<file path="src/rtl/rgb565_to_hsv.sv">
// Streaming RGB565 -> HSV converter, Q9.7 outputs, one pixel per clock.
// Two unrolled restoring dividers (hue and saturation) run in lockstep, one quotient bit per stage.
module rgb565_to_hsv #(
  parameter int unsigned QBITS = 14
) (
  input  logic        i_clk,
  input  logic        i_rst,
  input  logic [15:0] i_data,
  input  logic        i_valid,
  output logic [15:0] o_hue,
  output logic [15:0] o_sat,
  output logic [15:0] o_value,
  output logic        o_valid
);

  localparam int unsigned W = QBITS + 8;

  typedef enum logic [1:0] {SEC_R, SEC_G, SEC_B} sector_e;

  // Stage 1: expanded channels
  logic [7:0] r8_d, r8_q, g8_d, g8_q, b8_d, b8_q;
  logic       v1_d, v1_q;

  // Stage 2: max/min/delta/sector
  logic [7:0]        max_d, max_q, delta_d, delta_q, min_c;
  logic signed [8:0] diff_d, diff_q;
  sector_e           sec2_d, sec2_q;
  logic              v2_d, v2_q;

  // Index 0 holds the divider operands, index j the state after quotient bit QBITS-j
  logic [7:0]       absd_c;
  logic [W-1:0]     hrem_d [QBITS+1];
  logic [W-1:0]     hrem_q [QBITS+1];
  logic [W-1:0]     srem_d [QBITS+1];
  logic [W-1:0]     srem_q [QBITS+1];
  logic [QBITS-1:0] hquo_d [QBITS+1];
  logic [QBITS-1:0] hquo_q [QBITS+1];
  logic [QBITS-1:0] squo_d [QBITS+1];
  logic [QBITS-1:0] squo_q [QBITS+1];
  logic [7:0]       hden_d [QBITS+1];
  logic [7:0]       hden_q [QBITS+1];
  logic [7:0]       sden_d [QBITS+1];
  logic [7:0]       sden_q [QBITS+1];
  logic [15:0]      val_d  [QBITS+1];
  logic [15:0]      val_q  [QBITS+1];
  sector_e          sec_d  [QBITS+1];
  sector_e          sec_q  [QBITS+1];
  logic [QBITS:0]   neg_d, neg_q, dz_d, dz_q, mz_d, mz_q, vd_d, vd_q;

  // Output stage
  logic [15:0] hue_d, hue_q, sat_d, sat_q, value_d, value_q;
  logic        out_valid_d, out_valid_q;
  logic [15:0] hq_c, sq_c, base_c;

  always_comb begin
    r8_d = {i_data[15:11], i_data[15:13]};
    g8_d = {i_data[10:5],  i_data[10:9]};
    b8_d = {i_data[4:0],   i_data[4:2]};
    v1_d = i_valid;
  end

  always_comb begin
    v2_d = v1_q;
    if (r8_q >= g8_q && r8_q >= b8_q) begin
      max_d  = r8_q;
      diff_d = $signed({1'b0, g8_q}) - $signed({1'b0, b8_q});
      sec2_d = SEC_R;
    end else if (g8_q >= b8_q) begin
      max_d  = g8_q;
      diff_d = $signed({1'b0, b8_q}) - $signed({1'b0, r8_q});
      sec2_d = SEC_G;
    end else begin
      max_d  = b8_q;
      diff_d = $signed({1'b0, r8_q}) - $signed({1'b0, g8_q});
      sec2_d = SEC_B;
    end
    if (r8_q <= g8_q && r8_q <= b8_q) min_c = r8_q;
    else if (g8_q <= b8_q)            min_c = g8_q;
    else                              min_c = b8_q;
    delta_d = max_d - min_c;
  end

  always_comb begin
    absd_c    = diff_q[8] ? 8'(-diff_q) : diff_q[7:0];
    hrem_d[0] = W'(absd_c) * W'(7680);
    srem_d[0] = W'(delta_q) * W'(12800);
    hquo_d[0] = '0;
    squo_d[0] = '0;
    hden_d[0] = delta_q;
    sden_d[0] = max_q;
    val_d[0]  = 16'((22'(max_q) * 22'(12851)) >> 8);
    sec_d[0]  = sec2_q;
    neg_d[0]  = diff_q[8];
    dz_d[0]   = (delta_q == '0);
    mz_d[0]   = (max_q == '0);
    vd_d[0]   = v2_q;
    for (int unsigned j = 1; j <= QBITS; j++) begin
      hden_d[j] = hden_q[j-1];
      sden_d[j] = sden_q[j-1];
      val_d[j]  = val_q[j-1];
      sec_d[j]  = sec_q[j-1];
      neg_d[j]  = neg_q[j-1];
      dz_d[j]   = dz_q[j-1];
      mz_d[j]   = mz_q[j-1];
      vd_d[j]   = vd_q[j-1];
      if (hrem_q[j-1] >= (W'(hden_q[j-1]) << (QBITS - j))) begin
        hrem_d[j] = hrem_q[j-1] - (W'(hden_q[j-1]) << (QBITS - j));
        hquo_d[j] = hquo_q[j-1] | (QBITS'(1) << (QBITS - j));
      end else begin
        hrem_d[j] = hrem_q[j-1];
        hquo_d[j] = hquo_q[j-1];
      end
      if (srem_q[j-1] >= (W'(sden_q[j-1]) << (QBITS - j))) begin
        srem_d[j] = srem_q[j-1] - (W'(sden_q[j-1]) << (QBITS - j));
        squo_d[j] = squo_q[j-1] | (QBITS'(1) << (QBITS - j));
      end else begin
        srem_d[j] = srem_q[j-1];
        squo_d[j] = squo_q[j-1];
      end
    end
  end

  always_comb begin
    out_valid_d = vd_q[QBITS];
    hue_d       = hue_q;
    sat_d       = sat_q;
    value_d     = value_q;
    hq_c        = 16'(hquo_q[QBITS]);
    sq_c        = 16'(squo_q[QBITS]);
    case (sec_q[QBITS])
      SEC_G:   base_c = 16'd15360;
      SEC_B:   base_c = 16'd30720;
      default: base_c = 16'd0;
    endcase
    if (vd_q[QBITS]) begin
      value_d = val_q[QBITS];
      if (dz_q[QBITS]) begin
        hue_d = '0;
        sat_d = '0;
      end else begin
        // A negative result can only come from the red sector; wrap it into 300..359 deg
        if (!neg_q[QBITS])       hue_d = base_c + hq_c;
        else if (base_c >= hq_c) hue_d = base_c - hq_c;
        else                     hue_d = base_c + 16'd46080 - hq_c;
        sat_d = mz_q[QBITS] ? '0 : sq_c;
      end
    end
  end

  always_ff @(posedge i_clk) begin
    if (i_rst) begin
      v1_q        <= 1'b0;
      v2_q        <= 1'b0;
      vd_q        <= '0;
      out_valid_q <= 1'b0;
      hue_q       <= '0;
      sat_q       <= '0;
      value_q     <= '0;
    end else begin
      v1_q        <= v1_d;
      v2_q        <= v2_d;
      vd_q        <= vd_d;
      out_valid_q <= out_valid_d;
      hue_q       <= hue_d;
      sat_q       <= sat_d;
      value_q     <= value_d;
    end
  end

  always_ff @(posedge i_clk) begin
    r8_q    <= r8_d;
    g8_q    <= g8_d;
    b8_q    <= b8_d;
    max_q   <= max_d;
    delta_q <= delta_d;
    diff_q  <= diff_d;
    sec2_q  <= sec2_d;
    hrem_q  <= hrem_d;
    srem_q  <= srem_d;
    hquo_q  <= hquo_d;
    squo_q  <= squo_d;
    hden_q  <= hden_d;
    sden_q  <= sden_d;
    val_q   <= val_d;
    sec_q   <= sec_d;
    neg_q   <= neg_d;
    dz_q    <= dz_d;
    mz_q    <= mz_d;
  end

  assign o_hue   = hue_q;
  assign o_sat   = sat_q;
  assign o_value = value_q;
  assign o_valid = out_valid_q;

endmodule

</file>
<file path="config.mk">
export PLATFORM = sky130hd
export DESIGN_NAME = rgb565_to_hsv
export DESIGN_NICKNAME = d
export VERILOG_FILES = /design/src/rtl/rgb565_to_hsv.sv
export SDC_FILE = /design/constraint.sdc
export NUM_CORES = 2
export LEC_CHECK = 0
export ABC_AREA = 1
export BUFFER_PORTS_ARGS = -buffer_cell sky130_fd_sc_hd__buf_2
export CORE_ASPECT_RATIO = 1.1
export CORE_MARGIN = 3
export CORE_UTILIZATION = 25
export DETAILED_ROUTE_END_ITERATION = 8
export GPL_TIMING_DRIVEN = 0
export PLACE_DENSITY = 0.45
export SLEW_MARGIN = 20
export SYNTH_ARGS = -nofsm -noshare
export SYNTH_HDL_FRONTEND = slang
export SYNTH_SLANG_ARGS = --single-unit
export TNS_END_PERCENT = 50
</file>
<file path="constraint.sdc">
create_clock -name i_clk -period 4.3 [get_ports i_clk]
set_input_delay 0.215 -clock i_clk [delete_from_list [all_inputs] [get_ports i_clk]]
set_output_delay 0.215 -clock i_clk [all_outputs]
set_load 0.01 [all_outputs]
</file>
== Word-level counts from Yosys, hierarchy flattened ==
Cells that the tools add are included.
Storage, ports and cells
  bits in registers: 1613
  bits of input ports: 19
  output and inout port bits: 49
  word-level logic and storage cells: 280
Cells by class
  $add $sub $neg: 35
  multiply operators: 3
  order comparisons: 35
  eq/ne operators: 2
  mux-type cells: 42
  reductions and logical operators: 4
Operator list (count)
  $mux 22: 25
  $mux 16: 4
  $ge 22x10->1: 2
  $ge 22x11->1: 2
  $ge 22x12->1: 2
  $ge 22x13->1: 2
  $ge 22x14->1: 2
  $ge 22x15->1: 2
  $ge 22x16->1: 2
  $ge 22x17->1: 2
  $ge 22x18->1: 2
  $ge 22x19->1: 2
  $ge 22x20->1: 2
  $ge 22x8->1: 2
  $ge 22x9->1: 2
  $sub 22x10->22: 2
  $sub 22x11->22: 2
  $sub 22x12->22: 2
  $sub 22x13->22: 2
  $sub 22x14->22: 2
  $sub 22x15->22: 2
  $sub 22x16->22: 2
  $sub 22x17->22: 2
  $sub 22x18->22: 2
  30 further kinds: 48

== Longest topological paths before layout ==
  depth after elaboration: 7
  mapped depth: 22
  depth with buffers taken out: 22

== Worst setup path before layout ==
OpenSTA, ideal clock, no wires.
  path type: flip-flop to flip-flop
  start: reg diff_q[0]
  end: reg hrem_q[327] (netlist bit)
  setup time: 0.118 ns
  data arrival time: 3.212 ns
  data required time: 4.182 ns
  setup slack: 0.970 ns
  cell stages (with the launch flop): 19
  cells stage by stage: dfxtp_1 -> inv_1 -> ha_1 -> inv_1 -> nand2_1 -> xor2_1 -> fa_1 -> inv_1 -> fa_1 -> fa_1 -> o21ai_0 -> nand2_1 -> nand2_1 -> nand2_1 -> nand2_1 -> nand2_1 -> nand2_1 -> a21oi_1 -> xnor2_1
RTL lines
  start: declaration: RTL line 26  | logic signed [8:0] diff_d, diff_q;
  start signal: assignment: RTL line 176  | diff_q <= diff_d;
  end signal: assignment: RTL line 178  | hrem_q <= hrem_d;
  end: declaration: RTL line 33  | logic [W-1:0] hrem_q [QBITS+1];

==> impl_summary.md <==
Hold path
The critical hold path startpoint is i_rst. The terminating pin of the worst hold path is o_value[13]$_SDFFE_PP0P_. The class of the tightest hold or removal check is input pin to flip-flop. The worst hold path stage count is 2.

Final layout
After routing the design area is 59800 sq um. The sequential standard cell area is 24960 sq um. The share of cells above drive strength 1 is 0.1043.

The filler cells instantiated in the layout total 21.31k. Summing all multi-input logic gate instances after layout gives 22200 sq um. The synthesis-to-finish area growth is 17.52%.

At the end of the flow, the number of nets in the layout was 6330.

Clock network
The post-CTS repair timing setup buffer count is 0. The H-tree was split into 4 levels. Clock latency on the worst-skew pair, taken at its later pin, is 770 ps. The clock passes through at most 3 buffers. Clock tree synthesis found a total of 1247 sinks. The total of cells resized after clock tree synthesis is 0. Clock-pin slew was measured on the worst setup and hold paths at 60 ps. The total clock buffers created by CTS is 139. TritonCTS built the clock tree. The cell at the root of the clock tree is sky130_fd_sc_hd__clkbuf_16.

Synth
Of the total synthesized cell area, the portion taken by XOR and XNOR cells is 0.05210. The number of synthesized register bits is 1247. Dividing the synthesized area by the synthesized cell count gives 8.992 sq um. Sorting the synthesized cells by area gives the leading types as sky130_fd_sc_hd__dfxtp_1, sky130_fd_sc_hd__ha_1, sky130_fd_sc_hd__nand2_1. After synthesis, the share of cell area in mux cells is 0.0002213. Yosys mapped a number of flops with a built-in enable equal to 0. By area, the combinational part of the netlist is dominated by simple AND/OR/NAND/NOR gates. For this run, the register share of the synthesized area comes to 0.4906. The most instantiated flip-flop cell in the synthesis netlist is sky130_fd_sc_hd__dfxtp_1. The cell area that synthesis handed to floorplanning was 50880 sq um. The netlist uses 78 different library cells. The number of warnings issued by yosys is 0. The async set-or-reset flop fraction in the synthesized netlist is 0.

The number of standard cells after synthesis is 5659. The fraction of the mapped netlist area in adder cells is 0.1140. The synthesized-area fraction occupied by ao, oa, aoi and oai cells came to 0.09919. The synthesized design spends more area on one cell type than any other, namely sky130_fd_sc_hd__dfxtp_1.

Of the total synthesized cell area, the portion taken by AND, OR, NAND and NOR gates is 0.1705. The proportion of netlist area held by the largest area contributor is 0.4906.

Pwr
The highest ir drop seen on vdd is 0.5157 mV. The standby leakage power is 27.33 nW. The power density relative to cell area is 958.6 nW/um^2.

Overall power consumption after layout is estimated at 0.05733 W.

Timing
The setup TNS after final layout is 0 ps. The count of final hold-check violations is 0. Counting I/O delays and the setup requirement, the final critical path takes 3896 ps.

Based on the critical path, the design can be clocked at up to 256.7 MHz. Setup repair after global routing left no endpoint under its margin. The normalized max-slew margin is 0.3498. Setup violations remaining at the end of the flow were counted as 0.

The post-route clock skew is 44.43 ps. The max-slew violation count was 0. The worst hold margin is 34.55 ps. Of the available clock period, the critical path in the final layout requires 0.9060. The slew at the pin closest to its max-slew limit is 975.3 ps.

Detailed routing
After detailed routing, the number of remaining DRC violations is 0. The detailed router finished its first iteration with 1470 violations. For this run, the detailed router's first-pass iteration total came to 5. The routed layout has 35.14k vias. After detailed routing, the average wire length per cell comes to 12.88 um. In this run the remaining antenna-violating nets after routing total 0. The per-cell via count in the routed design is 4.037.

The final routed wirelength across all metal layers is 112.1 mm.

Setup path
Data on the critical path arrives at its endpoint at 4530 ps. The critical path is of the flip-flop to flip-flop type. The critical path required time is 4940 ps. The worst setup path is launched from a flip-flop. The worst setup path is captured at a flip-flop.

Measured in cells, the most critical reg-to-reg path has a length of 14. The slack of the worst reg-to-reg path is 400 ps. The end of the worst register-to-register path is val_d[216]$_DFF_P_.

The critical path starts at max_q[2]$_DFF_P_. The maximum fanout encountered on the critical timing path is 7. The worst register-to-register path begins at max_q[2]$_DFF_P_.

Placed design
The placer's final routability congestion estimate is 0.8759. Detailed placement finished with a half-perimeter wire length of 89.73 mm. Input and output buffers added on the ports amount to 62.

Summing all placed instances gives a cell area of 54600 sq um.

Floorplan
The area of the placeable core is 202200 sq um. The effective utilization at floorplan is 0.2517. The die covers 209000 sq um. The die is 479.2 um tall. The number of ports placed on the die boundary is 68. The row count is 173. The floorplan step set the die width to 436.2 um.

Global routing
The total overflow left after global routing is 0. The first-pass GRT wire length is 181.9 mm. The via count of the first global-routing pass came to 36.01k. The combined global-route utilization of all metal layers is 0.1068. The number of antenna violations at the first check in global routing is 7. The pin count of the biggest net entering global routing is 17.

Status
The run finished with clean final reports.

Run
The max-cap violation count is 0.
-- power breakdown --
group | internal, W | total [W] | switching (W) | leakage (nW)
clock network | 0.00768 | 0.0126 | 0.00489 | 2.43
logic | 0.0104 | 0.0255 | 0.0151 | 14.5
registers | 0.0166 | 0.0193 | 0.00270 | 10.4
-- flip-flops by register name (all words and copies together), names as in the netlist, 6 cells and up --
register  flops
srem_q      206
hquo_q       91
o_hue        16
neg_q        15
hrem_q      217
g8_q          6
hden_d      112
hq_c         14
o_sat        14
sec_d        28
sden_d      112
o_value      14
max_q         8
diff_q        9
dz_q         15
val_q        14
val_d       196
mz_q         15
sq_c         14
delta_q       8
vd_q         15
squo_q       91
-- timing repair --
item,CTS,global route
setup endpoints to repair,0,0
hold endpoints to repair,17,0
hold buffers,17,0
-- worst max-delay path by stage --
| stage | slack [ps] | to | cells after the start |
|---|---|---|---|
| final | 400 | val_d[216]$_DFF_P_ | 14 |
| after global routing | 100 | val_d[216]$_DFF_P_ | 14 |
| after CTS | 370 | val_d[216]$_DFF_P_ | 14 |
| after detailed placement | 360 | val_d[216]$_DFF_P_ | 14 |
| after global placement | 390 | val_d[216]$_DFF_P_ | 14 |
| after floorplan | 970 | hrem_q[327]$_DFF_P_ | 18 |
-- logic make-up after synthesis --
| kind of cell | count (synthesis) |
|---|---|
| compound gates | 825 |
| xor+xnor | 301 |
| fa+ha+maj | 429 |
| buf+inv | 915 |
| flops | 1247 |
| mux | 1 |
| other cells | 1 |
| simple gates | 1940 |
-- placed cells by master, fill, tap and decap left out, drive strengths merged, types with 21 or more instances in the layout --
cell type     n
a21oi       346
a31oi        22
buf         109
clkbuf      202
clkinv       30
dfxtp      1247
fa           58
ha          371
inv         860
nand2      1031
nand3       188
nand3b       21
nand4        63
nor2        478
nor3         67
nor4         33
o211ai       25
o21ai       339
or2          44
xnor2       110
xor2        191
-- stage by stage --
step / worst slack, ps / utilization / instances
floorplan: 969.7 / - / 5662
global placement: 394.3 / 0.2701 / 8436
detailed placement: 358.3 / 0.2701 / 8436
CTS: 374.1 / 0.2957 / 8702
global route: 96.64 / 0.2958 / 8706
finish: 404.3 / 0.2958 / 8706
-- cells in the mapped netlist (all sizes together) (2+ instances only) --
library cell / instances
o41ai: 2
o2111ai: 15
a21o: 15
or2: 44
o31ai: 10
and2: 2
nand2: 1031
o221ai: 6
nor4: 33
and3: 3
nand3b: 21
nand4: 63
a21boi: 12
o211ai: 25
a211oi: 4
nor2: 478
inv: 853
dfxtp: 1247
o21a: 9
fa: 58
ha: 371
buf: 47
o22ai: 2
a21oi: 346
or3: 2
nand3: 188
xnor2: 110
a31oi: 22
o21ai: 339
a22oi: 2
nor3b: 4
o21bai: 15
nor3: 67
xor2: 191
clkbuf: 15
nor4b: 2
-- metal layers --
metal,vias up,part of all wire,global-route usage
li1,18550,-,-
met3,241,0.032,0.01945
met2,514,0.52,0.2030
met4,0,0.036,0.04341
met1,15840,0.41,0.1155
met5,-,0,0
-- cell type report --
type                       count  area share
multi-input combinational   3500      0.3713
tap                         2712     0.05674
buffer                        62    0.008307
sequential                  1247      0.4175
clock inverter                62     0.01875
timing repair buffer          79    0.008035
inverter                     853     0.05405
antenna                        4   0.0001674
clock buffer                 187     0.06520
-- critical path, cell delays in order, from the launching register on --
cell,delay [ps]
sky130_fd_sc_hd__dfxtp_1,590
sky130_fd_sc_hd__inv_1,90
sky130_fd_sc_hd__ha_1,390
sky130_fd_sc_hd__fa_1,470
sky130_fd_sc_hd__fa_1,500
sky130_fd_sc_hd__ha_1,310
sky130_fd_sc_hd__ha_1,340
sky130_fd_sc_hd__nand2_1,110
sky130_fd_sc_hd__nor2_1,130
sky130_fd_sc_hd__nand2_1,60
sky130_fd_sc_hd__o211ai_1,360
sky130_fd_sc_hd__and2_1,240
sky130_fd_sc_hd__nand2_1,80
sky130_fd_sc_hd__nand3_1,70
sky130_fd_sc_hd__nand2_1,60
Power figures use the tool's default switching activity.
